--- src/rtl/meas_pkg.sv ---
// Shared types and constants for the measurement word writer.
// Saturation limits apply only when MEAS_SEQ_TAG_EN is defined.
package meas_pkg;

  localparam int CNT_W_DEF  = 23;
  localparam int WORD_W_DEF = 24;
  localparam int TAG_W      = 2;
  localparam int SAT_W      = WORD_W_DEF - TAG_W;

  // Limits of the tagged payload: unsigned for direct counts, signed for differences
  localparam int SAT_U_MAX = (1 << SAT_W) - 1;
  localparam int SAT_S_MAX = (1 << (SAT_W - 1)) - 1;
  localparam int SAT_S_MIN = -(1 << (SAT_W - 1));

  localparam logic [7:0] DROP_MAX = 8'd255;

  typedef enum logic [1:0] {
    ST_IDLE  = 2'd0,
    ST_LATCH = 2'd1,
    ST_CALC  = 2'd2,
    ST_WRITE = 2'd3
  } state_e;

endpackage

--- src/rtl/meas_word_calc.sv ---
// Combinational result for one gate window: direct count or p-m difference.
// With MEAS_SEQ_TAG_EN the result is clamped into the low payload bits, tag bits left zero.
module meas_word_calc
  import meas_pkg::*;
#(
  parameter int CNT_W  = CNT_W_DEF,
  parameter int WORD_W = WORD_W_DEF
) (
  input  logic [CNT_W-1:0]  count_p,
  input  logic [CNT_W-1:0]  count_m,
  input  logic              mode,
  output logic [WORD_W-1:0] result
);

  logic [WORD_W-1:0] raw;

  // One extra bit of headroom makes the difference exact in two's complement
  always_comb begin
    raw = {1'b0, count_p};
    if (mode) begin
      raw = {1'b0, count_p} - {1'b0, count_m};
    end
  end

`ifdef MEAS_SEQ_TAG_EN
  localparam logic signed [WORD_W-1:0] S_HI = WORD_W'(SAT_S_MAX);
  localparam logic signed [WORD_W-1:0] S_LO = WORD_W'(SAT_S_MIN);
  localparam logic        [WORD_W-1:0] U_HI = WORD_W'(SAT_U_MAX);

  logic [WORD_W-1:0] sat;

  always_comb begin
    sat = raw;
    if (!mode) begin
      if (raw > U_HI) sat = U_HI;
    end else if ($signed(raw) > S_HI) begin
      sat = S_HI;
    end else if ($signed(raw) < S_LO) begin
      sat = S_LO;
    end
    result = sat & U_HI;
  end
`else
  assign result = raw;
`endif

endmodule

--- src/rtl/meas_word_writer.sv ---
// Turns each counter capture into one FIFO word three cycles later, counting lost samples.
// Optional MEAS_SEQ_TAG_EN adds a 2-bit write sequence tag in the top word bits.
module meas_word_writer
  import meas_pkg::*;
#(
  parameter int CNT_W  = CNT_W_DEF,
  parameter int WORD_W = WORD_W_DEF
) (
  input  logic              clk_12mhz,
  input  logic              rst_sync,
  input  logic              capture,
  input  logic [CNT_W-1:0]  count_p,
  input  logic [CNT_W-1:0]  count_m,
  input  logic              count_mode,
  input  logic              flush,
  input  logic              fifo_full,
  output logic [WORD_W-1:0] fifo_data,
  output logic              fifo_wr_en,
  output logic              busy,
  output logic [7:0]        drop_cnt
);

  state_e            state_q, state_d;
  logic [CNT_W-1:0]  p_q, p_d, m_q, m_d;
  logic              mode_q, mode_d;
  logic [WORD_W-1:0] res_q, res_d, last_q, last_d;
  logic [WORD_W-1:0] calc_res, word;
  logic [7:0]        drop_q, drop_d;
  logic [1:0]        drop_inc;
  logic [8:0]        drop_sum;
  logic              wr_en;
`ifdef MEAS_SEQ_TAG_EN
  logic [TAG_W-1:0]  tag_q, tag_d;
`endif

  meas_word_calc #(
    .CNT_W (CNT_W),
    .WORD_W(WORD_W)
  ) u_calc (
    .count_p(p_q),
    .count_m(m_q),
    .mode   (mode_q),
    .result (calc_res)
  );

`ifdef MEAS_SEQ_TAG_EN
  assign word = res_q | {tag_q, {(WORD_W - TAG_W){1'b0}}};
`else
  assign word = res_q;
`endif

  // Handshake: fifo_wr_en is a single-cycle strobe in WRITE when the FIFO is not full;
  // fifo_data is valid in that cycle and otherwise holds the last written word.
  always_comb begin
    state_d  = state_q;
    p_d      = p_q;
    m_d      = m_q;
    mode_d   = mode_q;
    res_d    = res_q;
    last_d   = last_q;
    drop_d   = drop_q;
    drop_inc = 2'd0;
    drop_sum = 9'd0;
    wr_en    = 1'b0;
`ifdef MEAS_SEQ_TAG_EN
    tag_d    = tag_q;
`endif
    if (flush) begin
      state_d = ST_IDLE;
      drop_d  = 8'd0;
`ifdef MEAS_SEQ_TAG_EN
      tag_d   = '0;
`endif
    end else begin
      if (capture && state_q != ST_IDLE) drop_inc = 2'd1;
      case (state_q)
        ST_IDLE: begin
          if (capture) begin
            p_d     = count_p;
            m_d     = count_m;
            mode_d  = count_mode;
            state_d = ST_LATCH;
          end
        end
        ST_LATCH: state_d = ST_CALC;
        ST_CALC: begin
          res_d   = calc_res;
          state_d = ST_WRITE;
        end
        ST_WRITE: begin
          state_d = ST_IDLE;
          if (fifo_full) drop_inc = drop_inc + 2'd1;
          else           wr_en    = !rst_sync;
        end
        default: state_d = ST_IDLE;
      endcase
      drop_sum = {1'b0, drop_q} + {7'd0, drop_inc};
      drop_d   = drop_sum[8] ? DROP_MAX : drop_sum[7:0];
      if (wr_en) begin
        last_d = word;
`ifdef MEAS_SEQ_TAG_EN
        tag_d  = tag_q + TAG_W'(1);
`endif
      end
    end
  end

  always_ff @(posedge clk_12mhz) begin
    if (rst_sync) begin
      state_q <= ST_IDLE;
      p_q     <= '0;
      m_q     <= '0;
      mode_q  <= 1'b0;
      res_q   <= '0;
      last_q  <= '0;
      drop_q  <= 8'd0;
`ifdef MEAS_SEQ_TAG_EN
      tag_q   <= '0;
`endif
    end else begin
      state_q <= state_d;
      p_q     <= p_d;
      m_q     <= m_d;
      mode_q  <= mode_d;
      res_q   <= res_d;
      last_q  <= last_d;
      drop_q  <= drop_d;
`ifdef MEAS_SEQ_TAG_EN
      tag_q   <= tag_d;
`endif
    end
  end

  assign fifo_wr_en = wr_en;
  assign fifo_data  = wr_en ? word : last_q;
  assign busy       = (state_q != ST_IDLE);
  assign drop_cnt   = drop_q;

endmodule

--- config.mk ---
export PLATFORM = sky130hd
export DESIGN_NAME = meas_word_writer
export DESIGN_NICKNAME = d
export VERILOG_FILES = /design/src/rtl/meas_pkg.sv /design/src/rtl/meas_word_calc.sv /design/src/rtl/meas_word_writer.sv
export SDC_FILE = /design/constraint.sdc
export NUM_CORES = 1
export LEC_CHECK = 0
export CELL_PAD_IN_SITES_DETAIL_PLACEMENT = 1
export CELL_PAD_IN_SITES_GLOBAL_PLACEMENT = 1
export CORE_UTILIZATION = 43
export DETAILED_ROUTE_END_ITERATION = 10
export PLACE_DENSITY = 0.83
export SYNTH_ARGS = -nofsm -noshare
export SYNTH_HDL_FRONTEND = slang
export SYNTH_SLANG_ARGS = --single-unit
--- constraint.sdc ---
create_clock -name clk_12mhz -period 4.1 [get_ports clk_12mhz]
set_clock_uncertainty 0.15 [all_clocks]
set_input_delay 0.41 -clock clk_12mhz [delete_from_list [all_inputs] [get_ports clk_12mhz]]
set_output_delay 0.41 -clock clk_12mhz [all_outputs]
set_load 0.03 [all_outputs]
== Yosys cells after proc, flatten, opt, wreduce, memory -nomap -nowiden ==
Index checks and enable logic that the tools add are counted.
Storage, ports and cells
  register bits after elaboration: 105
  word-level logic and storage cells: 37
Cells by class
  $add $sub $neg: 3
  eq/ne operators: 4
  muxes and demuxes: 14
  bitwise operators: 1
  reductions and logical operators: 8
Operators by type and width (number)
  $mux 24: 2
  $sub 23x23->24: 1
  $mux 2: 5
  $add 8x2->9: 1
  $mux 8: 1
  $pmux 2 s4: 1
  $mux 1: 5
  $eq 2x2->1 const B: 2
  $reduce_and 2->1: 2
  $reduce_and 3->1: 1
  $add 2x1->2 const B: 1
  $eq 2x1->1 const B: 1
  $logic_not 2->1: 1
  $ne 2x2->1 const B: 1
  $reduce_bool 2->1: 1
  $reduce_or 2->1: 1
  $logic_and 1x1->1: 1
  $logic_not 1->1: 1
  $not 1->1: 1

== Longest topological paths before layout ==
  depth after elaboration: 10
  mapped depth: 13
  depth with buffers taken out: 13

== Cells and area by module ==
Synthesis repeated with hierarchy kept, for this count alone.
Unflattened totals
  cell total of the unflattened synthesis: 690
  area, all modules: 5730.5 um2
Modules (own cells, without submodules)
  meas_word_writer: instances 1, cells each 455, area an instance 4061.4 um2, sequential area each 2102.0 um2
  meas_word_calc: instances 1, cells each 235, area an instance 1669.1 um2, sequential area each 0.0 um2

== Worst setup path before layout ==
Ideal clock, no wire load.
  kind: reg2reg
  start: reg p_q[0]
  end: reg res_q[20]
  library setup time: 0.103 ns
  arrival time: 2.143 ns
  required time: 3.847 ns
  setup slack: 1.703 ns
  stages on the path, launching flop included: 12
  path buffers: 0
  path through: dfxtp_1 > inv_1 > ha_1 > inv_1 > fa_1 > a21oi_1 > o211ai_1 > o211ai_2 > o211ai_2 > a31oi_1 > xor2_1 > a2111oi_2
On the way
  cells in the longest elaborated chain, start to end: 2
Ends and longest elaborated chain
  start, declared: RTL line meas_word_writer.sv:24  | logic [CNT_W-1:0] p_q, p_d, m_q, m_d;
  start signal, assigned: RTL line meas_word_writer.sv:122  | p_q <= p_d;
  $sub 23x23->24: RTL line meas_word_calc.sv:21  | raw = {1'b0, count_p} - {1'b0, count_m};
  $mux 24: RTL line meas_word_calc.sv:20  | if (mode) begin
  end signal, assigned: RTL line meas_word_writer.sv:125  | res_q <= res_d;
  end, declared: RTL line meas_word_writer.sv:26  | logic [WORD_W-1:0] res_q, res_d, last_q, last_d;
No other way between the ends.
A chain may end at the register's enable or synchronous reset.

== Worst setup path in the final report ==
  start: in flush
  end: out fifo_data[11]
On the way
  cells in the longest elaborated chain, start to end: 2
Ends and longest elaborated chain
  start, declared: RTL line meas_word_writer.sv:15  | input logic flush,
  $mux 1: RTL line meas_word_writer.sv:68  | if (flush) begin
  $mux 24: RTL line meas_word_writer.sv:135  | assign fifo_data = wr_en ? word : last_q;
  end, declared: RTL line meas_word_writer.sv:17  | output logic [WORD_W-1:0] fifo_data,
No other way between the ends.

==> results.tsv <==
stage	metric	value	unit
global_route	vias in the first global route	4984	
worst_setup_path	CP peak stage delay	600	ps
floorplanning	Core Rows	40	
timing	Final setup viols	0	
logic_synthesis	Synth cell types	62	
logic_synthesis	ranking of synthesized cells by area	dfxtp_1 39%, nand2_1 8.6%, a21oi_1 7.1%, ha_1 6.7%, mux2_2 5.2%	
drt	drt pass-1 iters	4	
clocking	post-CTS setup buffers	0	
floorplanning	die width	114.3	µm
floorplanning	Core Box Area	12160	µm²
global_route	first-pass GRT wire length	24940	µm
floorplanning	Top Ports	86	
worst_setup_path	CP Cell Sequence	clkdlybuf4s50_1 -> or2_2 -> nor3b_4 -> buf_4 -> mux2_2 -> clkdlybuf4s50_1	
logic_synthesis	sequential fraction of the synthesis area	0.3874	
logic_synthesis	top_reg_cell synth	dfxtp_1	
timing	Slew headroom	0.3249	
timing	Final Critical Period	3454	ps
run	Maximum Capacitance Violations	0	
floorplanning	die height	114.3	µm
clocking	# hold bufs at CTS	0	
worst_setup_path	Critical Path Fanout Max	25	
final_layout	P&R area growth vs syn	22.92	%
clocking	post-cts sizing count	0	
worst_setup_path	Worst Path Buf+Inv	3	
worst_setup_path	cell mode on critical path	clkdlybuf4s50_1	
drt	Vias	4800	
worst_setup_path	crit-path leading delay family	buffers and inverters	
place	gp weighted congestion	0.8882	
worst_setup_path	critical path class	in2out	
logic_synthesis	Ys Warns	0	
clocking	H-Tree Depth	3	
worst_setup_path	Critical Path RT	3540	ps
final_layout	Layout Nets	800	
drt	Post-DRT Antenna Nets	0	
drt	drt drc	0	
logic_synthesis	Yosys top cell by area	dfxtp_1	
drt	drt wl/cell	16.67	µm
timing	setup TNS	0	ps
final_layout	ant diodes	0	
power_and_ir_drop	Pleak	0.002498	µW
global_route	pin count of the biggest net entering global routing	97	
global_route	initial antenna violation count	0	
timing	Worst Max-Slew Pin Slew	1013	ps
place	post-DP HPWL	10870	µm
global_route	GRT Overall Usage	0.2447	
clocking	Sink Count	105	
logic_synthesis	post-synthesis async set-or-reset flop share	0	
drt	Vias/cell	5.393	
timing	RSZ-0062 raised after global routing	false	
drt	routed wire length	14840	µm
place	Buffers on Ports	85	
clocking	CTS tree	yes	
final_layout	layout cells sized above 1	0.08864	
logic_synthesis	count leader, synth	nand2_1	
power_and_ir_drop	Max VDD drop	0.2475	mV
logic_synthesis	Post-Syn Area per Cell	8.272	µm²
worst_setup_path	slowest cell on the critical path	clkdlybuf4s50_1	
logic_synthesis	Yosys reg bits	105	
final_layout	Finished Core Util	0.5485	
logic_synthesis	syn_nets	739	
run_status	status	finished, final reports clean	
worst_setup_path	crit end category	primary output	
floorplanning	die area	13070	µm²
global_route	GR Overflow Total	0	
drt	DR iter-0 viols	325	
floorplanning	Initial Utilization	0.4462	
logic_synthesis	top cells by count, synth	124 x nand2_1, 105 x dfxtp_1, 77 x a21oi_1, 37 x inv_1, 33 x nor2_1	
clocking	Num CTS Buffers	9	
power_and_ir_drop	pwr/cell area	370.2	nW/µm²
logic_synthesis	area of the mapped netlist	5426	µm²
min_path	Tightest Hold Check Type	reg2reg	
worst_setup_path	Worst EP arrival	2890	ps
worst_setup_path	Setup crit start kind	input port	
clocking	Reg clk slew, reported paths	70	ps
logic_synthesis	EDFF count, synth	0	
clocking	clock latency on the worst-skew pair	360	ps
timing	Slew Viols, Final	0	
timing	fmax	0.2895	GHz
timing	count of final hold-check violations	0	
timing	period utilisation layout	0.8424	
clocking	CTS root buf	clkbuf_16	
logic_synthesis	Syn Inst Count	656	
final_layout	Filler cells	1461	
clocking	CTS max path bufs	2	
logic_synthesis	share of the synthesized area in the top cell type	0.3874	
[sequential cells by signal, indices dropped and copies added (netlist names)]
name and flops:
state_q 2, mode_q 1, p_q 23, drop_cnt 8, last_q 24, m_q 23, res_q 24
[final cells by class]
| class | count | area, µm² | area share |
|---|---|---|---|
| multi-input combinational | 473 | 3019 | 0.4526 |
| sequential | 105 | 2102 | 0.3151 |
| timing repair buffer | 91 | 890.9 | 0.1336 |
| clock buffer | 10 | 239.0 | 0.03583 |
| tap | 168 | 210.2 | 0.03151 |
| inverter | 37 | 138.9 | 0.02082 |
| clock inverter | 6 | 70.07 | 0.01050 |
[logic make-up (layout without fill, tap and decap cells)]
family | Yosys count | in the layout | synth area share
AOI/OAI and AO/OA | 160 | 160 | 0.1863
xor gates and xnor gates | 22 | 22 | 0.03551
adders and majority gates | 31 | 31 | 0.07425
buffers and inverters | 78 | 144 | 0.05880
DFF | 105 | 105 | 0.3874
muxes | 34 | 34 | 0.06848
and+or+nand+nor | 226 | 226 | 0.1893
[per-layer routing]
metal,GRT usage,vias up,part of all wire,wire length [µm]
li1,-,2355,-,-
met1,0.2949,2324,0.45,6679
met2,0.4307,99,0.50,7358
met3,0.05188,22,0.036,541
met4,0.08398,0,0.017,256
met5,0,-,0,0
[path summary, 6_finish.rpt]
| check | startpoint | to | slack, ps | depth (start not counted) |
|---|---|---|---|---|
| worst max-delay path | flush | fifo_data[11] | 650 | 6 |
| worst min-delay path | m_q[22] | m_q[22] | 310 | 2 |
| worst max register to register | p_q[0] | res_q[20] | 1280 | 11 |
| worst min register to register | m_q[22] | m_q[22] | 310 | 2 |
[report_power, final]
group          internal, µW  switching [µW]
Sequential             1050            24.0
Clock                   498             411
Combinational           212             279
[through the flow]
| stage | worst slack (ps) | cells | cell area [µm²] | power, µW | hold slack, ps |
|---|---|---|---|---|---|
| detailed placement | 661.0 | 874 | 6361 | 1577 | 301.5 |
| floorplan | 1703 | 656 | 5426 | 1429 | 278.5 |
| CTS | 636.1 | 890 | 6670 | 2489 | 311.1 |
| finish | 646.3 | 890 | 6670 | 2470 | 309.3 |
| global route | 554.4 | 890 | 6670 | 2588 | 337.7 |
| global placement | 745.0 | 874 | 6361 | 1557 | 298.0 |
[placed cells by master (no fill, tap or decap), drive strengths merged, types with 4 or more instances in the layout]
cell,n
a211oi,12
a21o,7
a21oi,78
a311oi,5
a31oi,6
and2,5
buf,7
clkbuf,10
clkdlybuf4s50,84
dfxtp,105
ha,29
inv,41
mux2,25
mux2i,9
nand2,125
nand3,7
nand4,7
nor2,33
nor2b,28
nor3,5
nor3b,4
o211ai,5
o21ai,23
xnor2,10
xor2,12
[worst reg2reg max path, delay by kind of cell, from the launching register on]
kind,cells,cell delay [ps]
flip-flops,1,340
adder cells (fa/ha/maj),2,600
AO/OA/AOI/OAI,6,1380
buffers and inverters,2,130
XOR/XNOR,1,120
No activity file was read; power rests on OpenSTA's default activity.
